--- src/rtl/sram_port_arbiter_if.sv ---
// Requester and SRAM-side signal bundle for sram_port_arbiter.
// slave is the arbiter view; master is the requester/SRAM view.
interface sram_port_arbiter_if #(
  parameter int DATA_WIDTH = 32,
  parameter int ADDR_WIDTH = 8,
  parameter int NUM_RD     = 4
);
  logic [NUM_RD-1:0]            rd_req_i;
  logic [NUM_RD*ADDR_WIDTH-1:0] rd_addr_i;
  logic [NUM_RD-1:0]            rd_gnt_o;
  logic [NUM_RD-1:0]            rsp_valid_o;
  logic [NUM_RD*DATA_WIDTH-1:0] rsp_data_o;
  logic [1:0]                   wr_req_i;
  logic [2*ADDR_WIDTH-1:0]      wr_addr_i;
  logic [2*DATA_WIDTH-1:0]      wr_data_i;
  logic [1:0]                   wr_gnt_o;
  logic                         sram_we_o;
  logic [ADDR_WIDTH-1:0]        sram_waddr_o;
  logic [DATA_WIDTH-1:0]        sram_wdata_o;
  logic [ADDR_WIDTH-1:0]        sram_addr_ra_o;
  logic [ADDR_WIDTH-1:0]        sram_addr_rb_o;
  logic [DATA_WIDTH-1:0]        sram_rdata_ra_i;
  logic [DATA_WIDTH-1:0]        sram_rdata_rb_i;

  modport slave (
    input  rd_req_i, rd_addr_i,
    input  wr_req_i, wr_addr_i, wr_data_i,
    input  sram_rdata_ra_i, sram_rdata_rb_i,
    output rd_gnt_o, rsp_valid_o, rsp_data_o,
    output wr_gnt_o, sram_we_o,
    output sram_waddr_o, sram_wdata_o,
    output sram_addr_ra_o, sram_addr_rb_o
  );

  modport master (
    output rd_req_i, rd_addr_i,
    output wr_req_i, wr_addr_i, wr_data_i,
    output sram_rdata_ra_i, sram_rdata_rb_i,
    input  rd_gnt_o, rsp_valid_o, rsp_data_o,
    input  wr_gnt_o, sram_we_o,
    input  sram_waddr_o, sram_wdata_o,
    input  sram_addr_ra_o, sram_addr_rb_o
  );
endinterface

--- src/rtl/sram_port_arbiter.sv ---
// Round-robin arbiter sharing one 2R1W SRAM between NUM_RD readers
// and two writers, with same-cycle write-to-read forwarding.
module sram_port_arbiter #(
  parameter int DATA_WIDTH = 32,
  parameter int ADDR_WIDTH = 8,
  parameter int NUM_RD     = 4
) (
  input logic                clk_i,
  input logic                rst_i,
  sram_port_arbiter_if.slave bus
);
  localparam int PW = $clog2(NUM_RD);
  localparam logic [PW:0] NRD = (PW+1)'(NUM_RD);
  typedef logic [PW-1:0] idx_t;

  idx_t                  rd_ptr_q;
  logic                  wr_ptr_q;
  logic                  valid_a_q;
  logic                  valid_b_q;
  idx_t                  own_a_q;
  idx_t                  own_b_q;
  logic                  byp_a_q;
  logic                  byp_b_q;
  logic [DATA_WIDTH-1:0] byp_data_q;

  logic [NUM_RD-1:0]     rd_gnt;
  logic                  found_a;
  logic                  found_b;
  idx_t                  own_a;
  idx_t                  own_b;
  idx_t                  rd_ptr_d;
  logic [ADDR_WIDTH-1:0] addr_a;
  logic [ADDR_WIDTH-1:0] addr_b;

  logic [1:0]            wr_gnt;
  logic                  wsel;
  logic                  we;
  logic [ADDR_WIDTH-1:0] waddr;
  logic [DATA_WIDTH-1:0] wdata;
  logic                  byp_a;
  logic                  byp_b;

  logic [NUM_RD-1:0]            rsp_valid;
  logic [NUM_RD*DATA_WIDTH-1:0] rsp_data;

  // Rotating scan from rd_ptr_q; first hit takes port A, second port B.
  always_comb begin
    logic [PW:0] idx;
    rd_gnt  = '0;
    found_a = 1'b0;
    found_b = 1'b0;
    own_a   = '0;
    own_b   = '0;
    idx     = '0;
    for (int i = 0; i < NUM_RD; i++) begin
      idx = {1'b0, rd_ptr_q} + (PW+1)'(i);
      if (idx >= NRD) idx = idx - NRD;
      if (bus.rd_req_i[idx[PW-1:0]] && !found_b) begin
        rd_gnt[idx[PW-1:0]] = 1'b1;
        if (!found_a) begin
          found_a = 1'b1;
          own_a   = idx[PW-1:0];
        end else begin
          found_b = 1'b1;
          own_b   = idx[PW-1:0];
        end
      end
    end
  end

  always_comb begin
    logic [PW:0] nxt;
    nxt = {1'b0, (found_b ? own_b : own_a)} + 1'b1;
    if (nxt >= NRD) nxt = '0;
    rd_ptr_d = nxt[PW-1:0];
  end

  always_comb begin
    addr_a = '0;
    addr_b = '0;
    if (found_a)
      addr_a = bus.rd_addr_i[int'(own_a)*ADDR_WIDTH +: ADDR_WIDTH];
    if (found_b)
      addr_b = bus.rd_addr_i[int'(own_b)*ADDR_WIDTH +: ADDR_WIDTH];
  end

  always_comb begin
    wr_gnt = '0;
    wsel   = bus.wr_req_i[wr_ptr_q] ? wr_ptr_q : ~wr_ptr_q;
    if (bus.wr_req_i[wsel]) wr_gnt[wsel] = 1'b1;
  end

  assign we = |wr_gnt;

  always_comb begin
    waddr = '0;
    wdata = '0;
    if (we) begin
      waddr = bus.wr_addr_i[int'(wsel)*ADDR_WIDTH +: ADDR_WIDTH];
      wdata = bus.wr_data_i[int'(wsel)*DATA_WIDTH +: DATA_WIDTH];
    end
  end

  // The SRAM returns old data on a read/write collision; forward instead.
  assign byp_a = found_a && we && (addr_a == waddr);
  assign byp_b = found_b && we && (addr_b == waddr);

  always_ff @(posedge clk_i or posedge rst_i) begin
    if (rst_i) begin
      rd_ptr_q   <= '0;
      wr_ptr_q   <= 1'b0;
      valid_a_q  <= 1'b0;
      valid_b_q  <= 1'b0;
      own_a_q    <= '0;
      own_b_q    <= '0;
      byp_a_q    <= 1'b0;
      byp_b_q    <= 1'b0;
      byp_data_q <= '0;
    end else begin
      if (found_a) rd_ptr_q <= rd_ptr_d;
      if (we) wr_ptr_q <= ~wsel;
      valid_a_q  <= found_a;
      valid_b_q  <= found_b;
      own_a_q    <= own_a;
      own_b_q    <= own_b;
      byp_a_q    <= byp_a;
      byp_b_q    <= byp_b;
      byp_data_q <= wdata;
    end
  end

  always_comb begin
    rsp_valid = '0;
    rsp_data  = '0;
    for (int k = 0; k < NUM_RD; k++) begin
      if (valid_a_q && own_a_q == idx_t'(k)) begin
        rsp_valid[k] = 1'b1;
        rsp_data[k*DATA_WIDTH +: DATA_WIDTH] =
          byp_a_q ? byp_data_q : bus.sram_rdata_ra_i;
      end
      if (valid_b_q && own_b_q == idx_t'(k)) begin
        rsp_valid[k] = 1'b1;
        rsp_data[k*DATA_WIDTH +: DATA_WIDTH] =
          byp_b_q ? byp_data_q : bus.sram_rdata_rb_i;
      end
    end
  end

  assign bus.rd_gnt_o       = rd_gnt;
  assign bus.rsp_valid_o    = rsp_valid;
  assign bus.rsp_data_o     = rsp_data;
  assign bus.wr_gnt_o       = wr_gnt;
  assign bus.sram_we_o      = we;
  assign bus.sram_waddr_o   = waddr;
  assign bus.sram_wdata_o   = wdata;
  assign bus.sram_addr_ra_o = addr_a;
  assign bus.sram_addr_rb_o = addr_b;
endmodule

--- src/flat_wrapper.sv ---
// flat-port wrapper written by rule: the top's interface ports become plain ports
module sram_port_arbiter_flat 
#(
  parameter int DATA_WIDTH = 32,
  parameter int ADDR_WIDTH = 8,
  parameter int NUM_RD     = 4
)
  (clk_i, rst_i, bus_rd_req_i, bus_rd_addr_i, bus_wr_req_i, bus_wr_addr_i, bus_wr_data_i, bus_sram_rdata_ra_i, bus_sram_rdata_rb_i, bus_rd_gnt_o, bus_rsp_valid_o, bus_rsp_data_o, bus_wr_gnt_o, bus_sram_we_o, bus_sram_waddr_o, bus_sram_wdata_o, bus_sram_addr_ra_o, bus_sram_addr_rb_o);
  sram_port_arbiter_if #(.DATA_WIDTH(DATA_WIDTH), .ADDR_WIDTH(ADDR_WIDTH), .NUM_RD(NUM_RD)) bus_i ();
  input logic clk_i;
  input logic rst_i;
  input wire logic [$bits(bus_i.rd_req_i)-1:0] bus_rd_req_i;
  input wire logic [$bits(bus_i.rd_addr_i)-1:0] bus_rd_addr_i;
  input wire logic [$bits(bus_i.wr_req_i)-1:0] bus_wr_req_i;
  input wire logic [$bits(bus_i.wr_addr_i)-1:0] bus_wr_addr_i;
  input wire logic [$bits(bus_i.wr_data_i)-1:0] bus_wr_data_i;
  input wire logic [$bits(bus_i.sram_rdata_ra_i)-1:0] bus_sram_rdata_ra_i;
  input wire logic [$bits(bus_i.sram_rdata_rb_i)-1:0] bus_sram_rdata_rb_i;
  output wire logic [$bits(bus_i.rd_gnt_o)-1:0] bus_rd_gnt_o;
  output wire logic [$bits(bus_i.rsp_valid_o)-1:0] bus_rsp_valid_o;
  output wire logic [$bits(bus_i.rsp_data_o)-1:0] bus_rsp_data_o;
  output wire logic [$bits(bus_i.wr_gnt_o)-1:0] bus_wr_gnt_o;
  output wire logic [$bits(bus_i.sram_we_o)-1:0] bus_sram_we_o;
  output wire logic [$bits(bus_i.sram_waddr_o)-1:0] bus_sram_waddr_o;
  output wire logic [$bits(bus_i.sram_wdata_o)-1:0] bus_sram_wdata_o;
  output wire logic [$bits(bus_i.sram_addr_ra_o)-1:0] bus_sram_addr_ra_o;
  output wire logic [$bits(bus_i.sram_addr_rb_o)-1:0] bus_sram_addr_rb_o;
  assign bus_i.rd_req_i = bus_rd_req_i;
  assign bus_i.rd_addr_i = bus_rd_addr_i;
  assign bus_i.wr_req_i = bus_wr_req_i;
  assign bus_i.wr_addr_i = bus_wr_addr_i;
  assign bus_i.wr_data_i = bus_wr_data_i;
  assign bus_i.sram_rdata_ra_i = bus_sram_rdata_ra_i;
  assign bus_i.sram_rdata_rb_i = bus_sram_rdata_rb_i;
  assign bus_rd_gnt_o = bus_i.rd_gnt_o;
  assign bus_rsp_valid_o = bus_i.rsp_valid_o;
  assign bus_rsp_data_o = bus_i.rsp_data_o;
  assign bus_wr_gnt_o = bus_i.wr_gnt_o;
  assign bus_sram_we_o = bus_i.sram_we_o;
  assign bus_sram_waddr_o = bus_i.sram_waddr_o;
  assign bus_sram_wdata_o = bus_i.sram_wdata_o;
  assign bus_sram_addr_ra_o = bus_i.sram_addr_ra_o;
  assign bus_sram_addr_rb_o = bus_i.sram_addr_rb_o;
  sram_port_arbiter #(.DATA_WIDTH(DATA_WIDTH), .ADDR_WIDTH(ADDR_WIDTH), .NUM_RD(NUM_RD)) u_core (.clk_i(clk_i), .rst_i(rst_i), .bus(bus_i));
endmodule
--- config.mk ---
export PLATFORM = sky130hd
export DESIGN_NAME = sram_port_arbiter_flat
export DESIGN_NICKNAME = d
export VERILOG_FILES = /design/src/rtl/sram_port_arbiter_if.sv /design/src/rtl/sram_port_arbiter.sv /design/src/flat_wrapper.sv
export SDC_FILE = /design/constraint.sdc
export NUM_CORES = 1
export LEC_CHECK = 0
export ABC_AREA = 1
export BUFFER_PORTS_ARGS = -buffer_cell sky130_fd_sc_hd__buf_2
export CORE_AREA = 4 4 146 148
export CTS_BUF_LIST = sky130_fd_sc_hd__clkbuf_4 sky130_fd_sc_hd__clkbuf_8
export CTS_CLUSTER_DIAMETER = 150
export CTS_CLUSTER_SIZE = 8
export DETAILED_ROUTE_END_ITERATION = 10
export DIE_AREA = 0 0 150 152
export PLACE_DENSITY = 0.6
export SETUP_SLACK_MARGIN = 0.02
export SLEW_MARGIN = 10
export SYNTH_ARGS = -nofsm -noshare
export SYNTH_HDL_FRONTEND = slang
export SYNTH_SLANG_ARGS = --single-unit
export TNS_END_PERCENT = 30
--- constraint.sdc ---
create_clock -name clk_i -period 6.5 [get_ports clk_i]
set_input_delay 0.325 -clock clk_i [delete_from_list [all_inputs] [get_ports clk_i]]
set_output_delay 0.325 -clock clk_i [all_outputs]
set_load 0.02 [all_outputs]
; ---- Word level (Yosys, flattened, before mapping)
; Index checks and enable logic that the tools add are counted.
[word_totals]
inputBits = 184
elab_cells = 153
out_inout_bits = 195
ff_bits = 43
[op_classes]
magnitude_cmp = 16
shift = 4
reduce_logical = 24
n_bitwise = 5
eq_ne = 8
n_addsub = 8
muxes = 79
[op_table]
columns = cell, n
row1 = two-way mux 32 bit, 11
row2 = indexed part select 32 x 6 -> 8 bit, 2
row3 = indexed part select 64 x 7 -> 32 bit, 1
row4 = two-way mux 2 bit, 20
row5 = two-way mux 1 bit, 32
row6 = two-way mux 8 bit, 3
row7 = logical AND 1 bit, 19
row8 = equality test 8 bit, 2
row9 = two-way mux 4 bit, 4
row10 = indexed part select 16 x 5 -> 8 bit, 1
row11 = greater-or-equal comparator 3 bit (second input constant), 4
row12 = < comparator 2 x 3 -> 1 bit (second input constant), 4
row13 = OR 4 bit, 3
row14 = binary-select mux 1 bit (select 2 bit), 4
row15 = demux 1 bit (select 2 bit), 4
row16 = equality test 2 bit (second input constant), 4
row17 = greater-or-equal comparator 2 x 1 -> 1 bit (second input constant), 4
row18 = subtractor 2 x 1 -> 2 bit (second input constant), 4
row19 = adder 2 x 1 -> 3 bit (second input constant), 2
row20 = adder 2 x 2 -> 3 bit (second input constant), 2
row21 = equality test 2 x 1 -> 1 bit (second input constant), 2
row22 = zero test 2 bit, 2
row23 = < comparator 1 x 2 -> 1 bit (second input constant), 2
row24 = greater-or-equal comparator 2 x 3 -> 1 bit (second input constant), 1
row25 = other kinds (5), 7

; ---- Depth between registers and ports, before layout
; Gate-level depths: netlist of run 1.
[depth]
ltp_word = 17
mapped_depth = 22
depth_no_buf = 21

; ---- Worst setup path after synthesis of run 1
; No wires, ideal clock.
[synth_path]
kind = register to output
from = register u_core.rd_ptr_q[0]
to = output bus_sram_addr_rb_o[6]
path_slack_ps = 3720
path_stages_with_launch = 14
path_buffers = 2
arrival_time_ps = 2455
t_required_ps = 6175
path_cell_list = dfrtp_1 -> buf_6 -> inv_6 -> ha_1 -> inv_2 -> nand3_1 -> nand2_2 -> nand3_4 -> a21oi_4 -> nand3_4 -> buf_2 -> nand3_1 -> nand3_1 -> a21oi_1
[synth_via]
elab_chain_len = 15
word_cells_on_any_way = 44
cone_classes = 7 x add/sub / 4 x order compare / 1 x shift / 28 x mux / 4 x reduce/logical
[synth_rtl]
columns = item, line
row1 = "start, declared", sram_port_arbiter.sv:16  ; idx_t rd_ptr_q;
row2 = "start signal, assigned", sram_port_arbiter.sv:120  ; if (found_a) rd_ptr_q <= rd_ptr_d;
row3 = "parallel branches: the longest is 14 deep, another holds adder 2 x 1 -> 3 bit", --
row4 = two-way mux 8 bit (*), sram_port_arbiter.sv:83  ; if (found_b)
row5 = "end, declared", flat_wrapper.sv:27  ; output wire logic [$bits(bus_i.sram_addr_rb_o)-1:0] bus_sram_addr_rb_o;
; Every way passes the cells marked *. The select of a mux whose other input is x is not followed.

; ---- Worst setup path in the final report of run 1
[layout_path]
from = register u_core.rd_ptr_q[0]
to = output bus_sram_addr_ra_o[4]
[layout_via]
elab_chain_len = 15
word_cells_on_any_way = 44
cone_classes = 7 x add/sub / 4 x order compare / 1 x shift / 28 x mux / 4 x reduce/logical
[layout_rtl]
columns = item, line
row1 = "parallel branches: the longest is 14 deep, another holds adder 2 x 1 -> 3 bit", --
row2 = two-way mux 8 bit (*), sram_port_arbiter.sv:81  ; if (found_a)
row3 = "end, declared", flat_wrapper.sv:26  ; output wire logic [$bits(bus_i.sram_addr_ra_o)-1:0] bus_sram_addr_ra_o;
; Marks and branches as above.

==> flow_summary.json, run 1 <==
{
  "io-pin-count": 379,
  "tightestPinTransition_ns": 1.12,
  "area_growth_pct": 44.9,
  "die-area_um2": 22800,
  "drv_cap": 0,
  "nets": 1234,
  "worst_hold_slack_ns": 0.223,
  "clock_skew_ns": 0.0101,
  "cts-resized-gates": 0,
  "drc_errors": 0,
  "overflow": 0,
  "hold_viol": 0,
  "via_count": 7016,
  "cts_tree": "done",
  "clockRootBuffer": "clkbuf_8",
  "dp_hpwl_um": 20800,
  "cts_buffers": 5,
  "cts_hold_buf": 0,
  "routed_wl_um": 26400,
  "synthesis.area_um2": 4900,
  "async_reset_ff_frac": 1.00,
  "viasPerCell": 5.33,
  "hp-class": "input pin to async pin",
  "ys.flop_type": "dfrtp_1",
  "reg2reg_depth": 17,
  "max_clock_freq_mhz": 261,
  "chipHeight_um": 152,
  "cp.arrival_ns": 3.51,
  "htreeDepth": 2,
  "synth.distinct_cells": 32,
  "grt_max_degree": 44,
  "ys_top_cells_by_count": "147 x nand2_1, 128 x o22ai_1, 85 x nand3_1",
  "syn_inst": 703,
  "relSlewSlack": 0.252,
  "grt_pass1_wl_um": 38600,
  "synth_enable_flop_cells": 0,
  "critPathKind": "register to output pin",
  "wl_per_cell_um": 20.0,
  "first_pass_iters": 7,
  "rsz0062_at_grt": "no",
  "grtUsageTotal": 0.214,
  "setup_tns_ns": 0,
  "synth_top_area_frac": 0.220,
  "cts.sinks": 43,
  "critPathCaptureType": "output pin",
  "start_util": 0.244,
  "antenna_found_initial": 1,
  "die_w_um": 150,
  "r2r_end": "u_core.byp_a_q",
  "synth_area_leaders": "dfrtp_1 22%, o22ai_1 16%, mux2i_1 13%",
  "ant_nets": 0,
  "core_area_um2": 20000,
  "fin_crit_sh": 0.590,
  "clock_path_buffers": 2,
  "synth_nets": 893,
  "r2r_slack_ns": 3.05,
  "core.rowCount": 52,
  "setup_viol": 0,
  "synth-warning-count": 0,
  "synth.largest_area_cell": "dfrtp_1",
  "drtIter0Drc": 612,
  "post-cts-setup-buffers": 0,
  "place.gp.congestion": 0.910,
  "synth_area_per_cell_um2": 6.96,
  "clk_latency_ns": 0.32,
  "regToRegStartpoint": "u_core.rd_ptr_q[0]",
  "drv_slew": 0,
  "yosysMostFrequentCell": "nand2_1",
  "required_ns": 6.17,
  "fillers": 2243,
  "io_buffers": 378,
  "crit_fanout": 12,
  "synth-seq-cells": 43,
  "crit_path_start_kind": "register",
  "drive_gt1_frac": 0.416,
  "grt_pass1_vias": 6513,
  "outcome": "complete, no violations",
  "path_clk_slew_ns": 0.10,
  "seqCellArea_um2": 1080,
  "yosysSeqAreaShare": 0.220,
  "multiInputGateArea_um2": 3360,
  "fin_crit_ns": 3.84
}
routing by layer:
layer	track usage	vias up	routed length, um
met5	0	-	0
met4	0.0806	0	939
met3	0.0360	64	2410
met2	0.355	462	12500
met1	0.276	3247	10500
li1	-	3243	-
cell families after synthesis:
group,Yosys count,share of synthesized area
flops,43,0.220
simple gates,286,0.277
mux,64,0.131
buf+inv,120,0.0999
compound gates,183,0.255
fa+ha+maj,6,0.0153
xor+xnor,1,0.00179
worst max-delay path, cell delays in order (launching register included):
cell and delay [ns]:
dfrtp_1 0.68, inv_6 0.12, ha_1 0.39, inv_2 0.14, nand3_1 0.10, nand2_2 0.13, nand3_4 0.13, nor2_2 0.21
nand3_1 0.09, nand2_1 0.33, inv_1 0.27, nand3_1 0.18, nand3_1 0.15, inv_1 0.09, buf_2 0.17
through the flow:
| step | area (um2) | std cells | setup WS [ns] | utilization |
|---|---|---|---|---|
| after global routing | 7090 | 1316 | 2.31 | 0.354 |
| after global placement | 6980 | 1307 | 3.14 | 0.348 |
| after CTS | 7090 | 1315 | 2.63 | 0.354 |
| after floorplan | 4900 | 703 | 3.72 | - |
| after detailed placement | 6980 | 1307 | 3.03 | 0.348 |
| final | 7090 | 1317 | 2.66 | 0.354 |
state kept, by name, indices dropped and copies added, names as in the netlist:
name / cells
u_core.own_b_q: 2
u_core.own_a_q: 2
u_core.byp_b_q: 1
u_core.byp_a_q: 1
u_core.byp_data_q: 32
u_core.valid_b_q: 1
u_core.wr_ptr_q: 1
u_core.rd_ptr_q: 2
u_core.valid_a_q: 1
worst max path at each step:
| stage | slack (ns) | end | from |
|---|---|---|---|
| floorplan | 3.72 | bus_sram_addr_rb_o[6] | u_core.rd_ptr_q[0] |
| global placement | 3.14 | bus_sram_addr_rb_o[6] | u_core.rd_ptr_q[0] |
| detailed placement | 3.03 | bus_sram_addr_rb_o[6] | u_core.rd_ptr_q[0] |
| CTS | 2.63 | bus_sram_addr_rb_o[6] | u_core.rd_ptr_q[0] |
| global route | 2.31 | bus_sram_addr_rb_o[6] | u_core.rd_ptr_q[0] |
| finish | 2.66 | bus_sram_addr_ra_o[4] | u_core.rd_ptr_q[0] |
cell usage in the layout (no fill, tap or decap), types with 2 or more instances in the layout:
cell	instances
mux2i_1	64
buf_4	6
nor2_1	12
a22oi_1	8
inv_2	7
clkbuf_8	5
o2111ai_1	3
a22o_1	32
nand2_2	9
diode_2	2
o21ai_2	2
o22ai_1	128
inv_1	62
dfrtp_1	41
o21ai_0	5
buf_2	378
o21ai_1	2
nor2_2	2
nand4_1	11
nand2_1	147
ha_1	6
nand3_1	83
nand3_2	8
nor3_1	4
nand2_4	5
nand3_4	3
dfrtp_2	2
nor2_4	2
cell type report:
cell class / instances / share of cell area
multi-input combinational: 540 / 0.473
clock inverter: 3 / 0.00617
antenna: 2 / 0.000705
inverter: 70 / 0.0377
clock buffer: 5 / 0.00970
sequential: 43 / 0.152
tap: 270 / 0.0476
timing repair buffer: 384 / 0.273
Power of run 1 is not shown: default switching activity piles up to over one toggle a cycle in this logic, so the estimate is an artifact.
==> run 2, diff against run 1 <==
==> constraint.sdc (replaced) <==
create_clock -name clk_i -period 3.9 [get_ports clk_i]
set_input_delay 0.195 -clock clk_i [delete_from_list [all_inputs] [get_ports clk_i]]
set_output_delay 0.195 -clock clk_i [all_outputs]
set_load 0.02 [all_outputs]
==> flow_summary.json, run 2 (same netlist as run 1, synthesis figures left out) <==
{
  "outcome": "complete, no violations",
  "largest-register": "u_core.byp_data_q",
  "via_count": 7050,
  "cts_buffers": 5,
  "regToRegStartpoint": "u_core.rd_ptr_q[0]",
  "post-place-cells": 1311,
  "cts_hold_buf": 0,
  "crit_path_start_kind": "register",
  "area_growth_pct": 45.2,
  "relSlewSlack": 0.270,
  "finalInstanceArea_um2": 7110,
  "fin_crit_sh": 0.920,
  "routed_wl_um": 26700,
  "drtIter0Drc": 672,
  "fin_crit_ns": 3.59,
  "required_ns": 3.70,
  "drive_gt1_frac": 0.419,
  "post-cts-setup-buffers": 0,
  "stdcell_count": 1322,
  "drc_errors": 0,
  "core_area_um2": 20000,
  "path_cells": "inv_2 -> ha_1 -> inv_2 -> nand3_1 -> o21ai_2 -> inv_1 -> nand3_1 -> nand2_1 -> nand2_2 -> inv_2 -> nand3_1 -> a21oi_1 -> buf_2",
  "antenna_found_initial": 3,
  "cts-resized-gates": 0,
  "dp_hpwl_um": 20900,
  "hp-class": "input pin to async pin",
  "dpl_cell_area_um2": 7010,
  "io-pin-count": 379,
  "largest_register_ffs": 32,
  "cp.arrival_ns": 3.39,
  "first_pass_iters": 5,
  "drv_cap": 0,
  "critPathCaptureType": "output pin",
  "wl_per_cell_um": 20.2,
  "rsz0062_at_grt": "no",
  "chipHeight_um": 152,
  "mostFrequentLayoutCells": "378 x buf_2, 147 x nand2_1, 128 x o22ai_1, 83 x nand3_1, 64 x mux2i_1",
  "drv_slew": 0,
  "cts.sinks": 43,
  "htreeDepth": 2,
  "max_clock_freq_mhz": 279,
  "overflow": 0,
  "startpoint": "u_core.rd_ptr_q[1]",
  "die_w_um": 150,
  "grt_max_degree": 44,
  "cts_tree": "done",
  "worst_hold_slack_ns": 0.0733,
  "setup_viol": 0,
  "ant_nets": 0,
  "nets": 1238,
  "crit_fanout": 11,
  "viasPerCell": 5.33,
  "clock_skew_ns": 0.0136,
  "grtUsageTotal": 0.221,
  "clockRootBuffer": "clkbuf_8",
  "grt_pass1_vias": 6744,
  "crit_family": "buffers and inverters",
  "clk_latency_ns": 0.33,
  "setup_tns_ns": 0,
  "clock_path_buffers": 2,
  "core.rowCount": 52,
  "slowest_stage": "dfrtp_1",
  "path_buf_inv": 5,
  "io_buffers": 378,
  "slowest_delay_ns": 0.52,
  "grt_pass1_wl_um": 40200,
  "final_common_cell": "buf_2",
  "path_clk_slew_ns": 0.11,
  "tightestPinTransition_ns": 1.10,
  "critPathKind": "register to output pin",
  "die-area_um2": 22800,
  "hold_viol": 0,
  "place.gp.congestion": 0.954,
  "start_util": 0.244
}
[run 2: changes by cell type in the layout (fill, tap and decap cells not counted), sizes merged]
cell	delta
clkbuf	+1
diode	+1
bufinv	-1
clkinvlp	+1
clkinv	-1
buf	+4
[run 2: cell type report]
class / instances / area, um2
fillers: 2229 / 12900
flip-flops and latches: 43 / 1080
clock inverters: 2 / 12.5
inverters: 70 / 268
well taps: 270 / 338
clock buffers: 6 / 76.3
multi-input cells: 540 / 3360
diodes: 3 / 7.51
repair buffers: 388 / 1970
[run 2: metal layers]
metal,track usage,share of wire
met1,0.284,0.40
met2,0.369,0.47
met3,0.0375,0.093
met4,0.0810,0.037
met5,0,0
[run 2: metrics by stage]
step                worst slack [ns]  utilization
detailed placement             0.540        0.350
CTS                            0.151        0.354
global placement               0.619        0.350
global route                  0.0451        0.355
floorplan                       1.25            -
finish                         0.311        0.355
[run 2: path summary, 6_finish.rpt]
| path | endpoint | slack, ns | cells after the start |
|---|---|---|---|
| worst max register to register | u_core.byp_b_q | 0.77 | 17 |
| worst min register to register | u_core.rd_ptr_q[1] | 0.68 | 2 |
| worst min-delay path | u_core.byp_data_q[1] | 0.07 | 2 |
| worst max-delay path | bus_sram_addr_rb_o[6] | 0.31 | 13 |
| min in group clk_i | u_core.byp_data_q[1] | 0.10 | 2 |
| max in group asynchronous | u_core.byp_b_q | 3.08 | 2 |
Power of run 2 is left out for the same reason.
==> run 3, diff against run 2 <==
--- a/config.mk
+++ b/config.mk
@@ -7,13 +7,13 @@
 export LEC_CHECK = 0
 export ABC_AREA = 1
 export BUFFER_PORTS_ARGS = -buffer_cell sky130_fd_sc_hd__buf_2
-export CORE_AREA = 4 4 146 148
+export CORE_AREA = 2 2 149 151
 export CTS_BUF_LIST = sky130_fd_sc_hd__clkbuf_4 sky130_fd_sc_hd__clkbuf_8
 export CTS_CLUSTER_DIAMETER = 150
 export CTS_CLUSTER_SIZE = 8
 export DETAILED_ROUTE_END_ITERATION = 10
-export DIE_AREA = 0 0 150 152
-export PLACE_DENSITY = 0.6
+export DIE_AREA = 0 0 151 153
+export PLACE_DENSITY = 0.57
 export SETUP_SLACK_MARGIN = 0.02
 export SLEW_MARGIN = 10
 export SYNTH_ARGS = -nofsm -noshare
==> flow_summary.json, run 3 (same netlist as run 1, synthesis figures left out) <==
{
  "outcome": "complete, no violations",
  "post-cts-setup-buffers": 0,
  "tightestPinTransition_ns": 1.13,
  "required_ns": 3.70,
  "cp.arrival_ns": 3.39,
  "crit_path_start_kind": "register",
  "clock_path_buffers": 2,
  "rsz0062_at_grt": "no",
  "ant_nets": 0,
  "clock_skew_ns": 0.00684,
  "chipHeight_um": 153,
  "grtUsageTotal": 0.212,
  "cts_tree": "done",
  "io_buffers": 378,
  "core_area_um2": 21500,
  "hold_viol": 0,
  "place.gp.congestion": 0.908,
  "cts.sinks": 43,
  "dp_hpwl_um": 20100,
  "fin_crit_sh": 0.918,
  "overflow": 0,
  "first_pass_iters": 5,
  "relSlewSlack": 0.249,
  "fillers": 2401,
  "via_count": 6907,
  "setup_viol": 0,
  "antenna_found_initial": 5,
  "area_growth_pct": 45.9,
  "cts_hold_buf": 0,
  "nets": 1240,
  "htreeDepth": 2,
  "drv_slew": 0,
  "clockRootBuffer": "clkbuf_8",
  "core.rowCount": 54,
  "grt_pass1_vias": 6475,
  "die_w_um": 151,
  "max_clock_freq_mhz": 279,
  "mostFrequentLayoutCells": "378 x buf_2, 147 x nand2_1, 128 x o22ai_1, 81 x nand3_1, 64 x mux2i_1",
  "routed_wl_um": 26000,
  "critPathCaptureType": "output pin",
  "fin_crit_ns": 3.58,
  "largest_register_ffs": 32,
  "viasPerCell": 5.17,
  "setup_tns_ns": 0,
  "largest-register": "u_core.byp_data_q",
  "die-area_um2": 23100,
  "io-pin-count": 379,
  "drc_errors": 0,
  "final_common_cell": "buf_2",
  "drtIter0Drc": 527,
  "clk_latency_ns": 0.32,
  "wl_per_cell_um": 19.4,
  "hp-class": "input pin to register",
  "multiInputGateArea_um2": 3370,
  "critPathKind": "register to output pin",
  "grt_pass1_wl_um": 37900,
  "path_clk_slew_ns": 0.10,
  "start_util": 0.228,
  "drive_gt1_frac": 0.422,
  "cts_buffers": 5,
  "post-place-cells": 1323,
  "crit_fanout": 18,
  "grt_max_degree": 44,
  "stdcell_count": 1335,
  "seqCellArea_um2": 1080,
  "drv_cap": 0
}
run 3: cell count changes in the layout (fill, tap and decap cells not counted):
cell,change
nand3_1,-2
nand2_4,-1
nand2_2,+1
diode_2,+1
nand3_2,+2
buf_4,+2
run 3: worst paths after layout:
check	startpoint	to	slack (ns)	cells past startpoint
max in group asynchronous	rst_i	u_core.byp_a_q	3.02	2
worst max register to register	u_core.rd_ptr_q[1]	u_core.byp_b_q	0.77	18
worst min-delay path	bus_wr_data_i[54]	u_core.byp_data_q[22]	0.11	2
worst min register to register	u_core.wr_ptr_q	u_core.wr_ptr_q	0.69	2
min in group asynchronous	rst_i	u_core.byp_data_q[6]	0.14	2
worst max-delay path	u_core.rd_ptr_q[1]	bus_sram_addr_rb_o[6]	0.32	13
run 3: metrics by stage:
stage	setup WS, ns	util	area, um2	hold slack, ns
2_1_floorplan	1.25	-	4900	0.382
3_3_place_gp	0.695	0.328	7040	0.440
3_5_place_dp	0.590	0.328	7040	0.443
4_1_cts	0.214	0.332	7130	0.0811
5_1_grt	0.0794	0.333	7140	0.0941
6_report	0.318	0.333	7140	0.112
run 3: layer usage:
layer	vias to the layer above	GRT usage	wire length [um]
met1	3195	0.270	10500
met2	416	0.365	12400
met5	-	0	14
met4	2	0.0614	612
met3	44	0.0376	2420
li1	3250	-	-
run 3: layout make-up:
class | instances | share of cell area
antenna | 4 | 0.00140
clock buffer | 6 | 0.0107
clock inverter | 2 | 0.00175
inverter | 70 | 0.0375
multi-input combinational | 540 | 0.471
sequential | 43 | 0.151
tap | 280 | 0.0490
timing repair buffer | 390 | 0.277
run 3: critical path, cell delays in order, from the launching register on:
cell     delay [ns]
dfrtp_1        0.54
inv_2          0.13
ha_1           0.38
inv_2          0.09
nand3_1        0.11
o21ai_2        0.07
inv_1          0.27
nand3_1        0.19
nand2_2        0.32
nand2_4        0.21
nand2_1        0.10
nand3_1        0.11
a21oi_1        0.32
buf_2          0.23
run 3: repair_timing:
action,4_1_cts,5_1_grt
endpoints found under the setup margin,0,1
endpoints found under the hold margin,0,0
gates resized for setup,0,1
Power of run 3 is left out for the same reason.
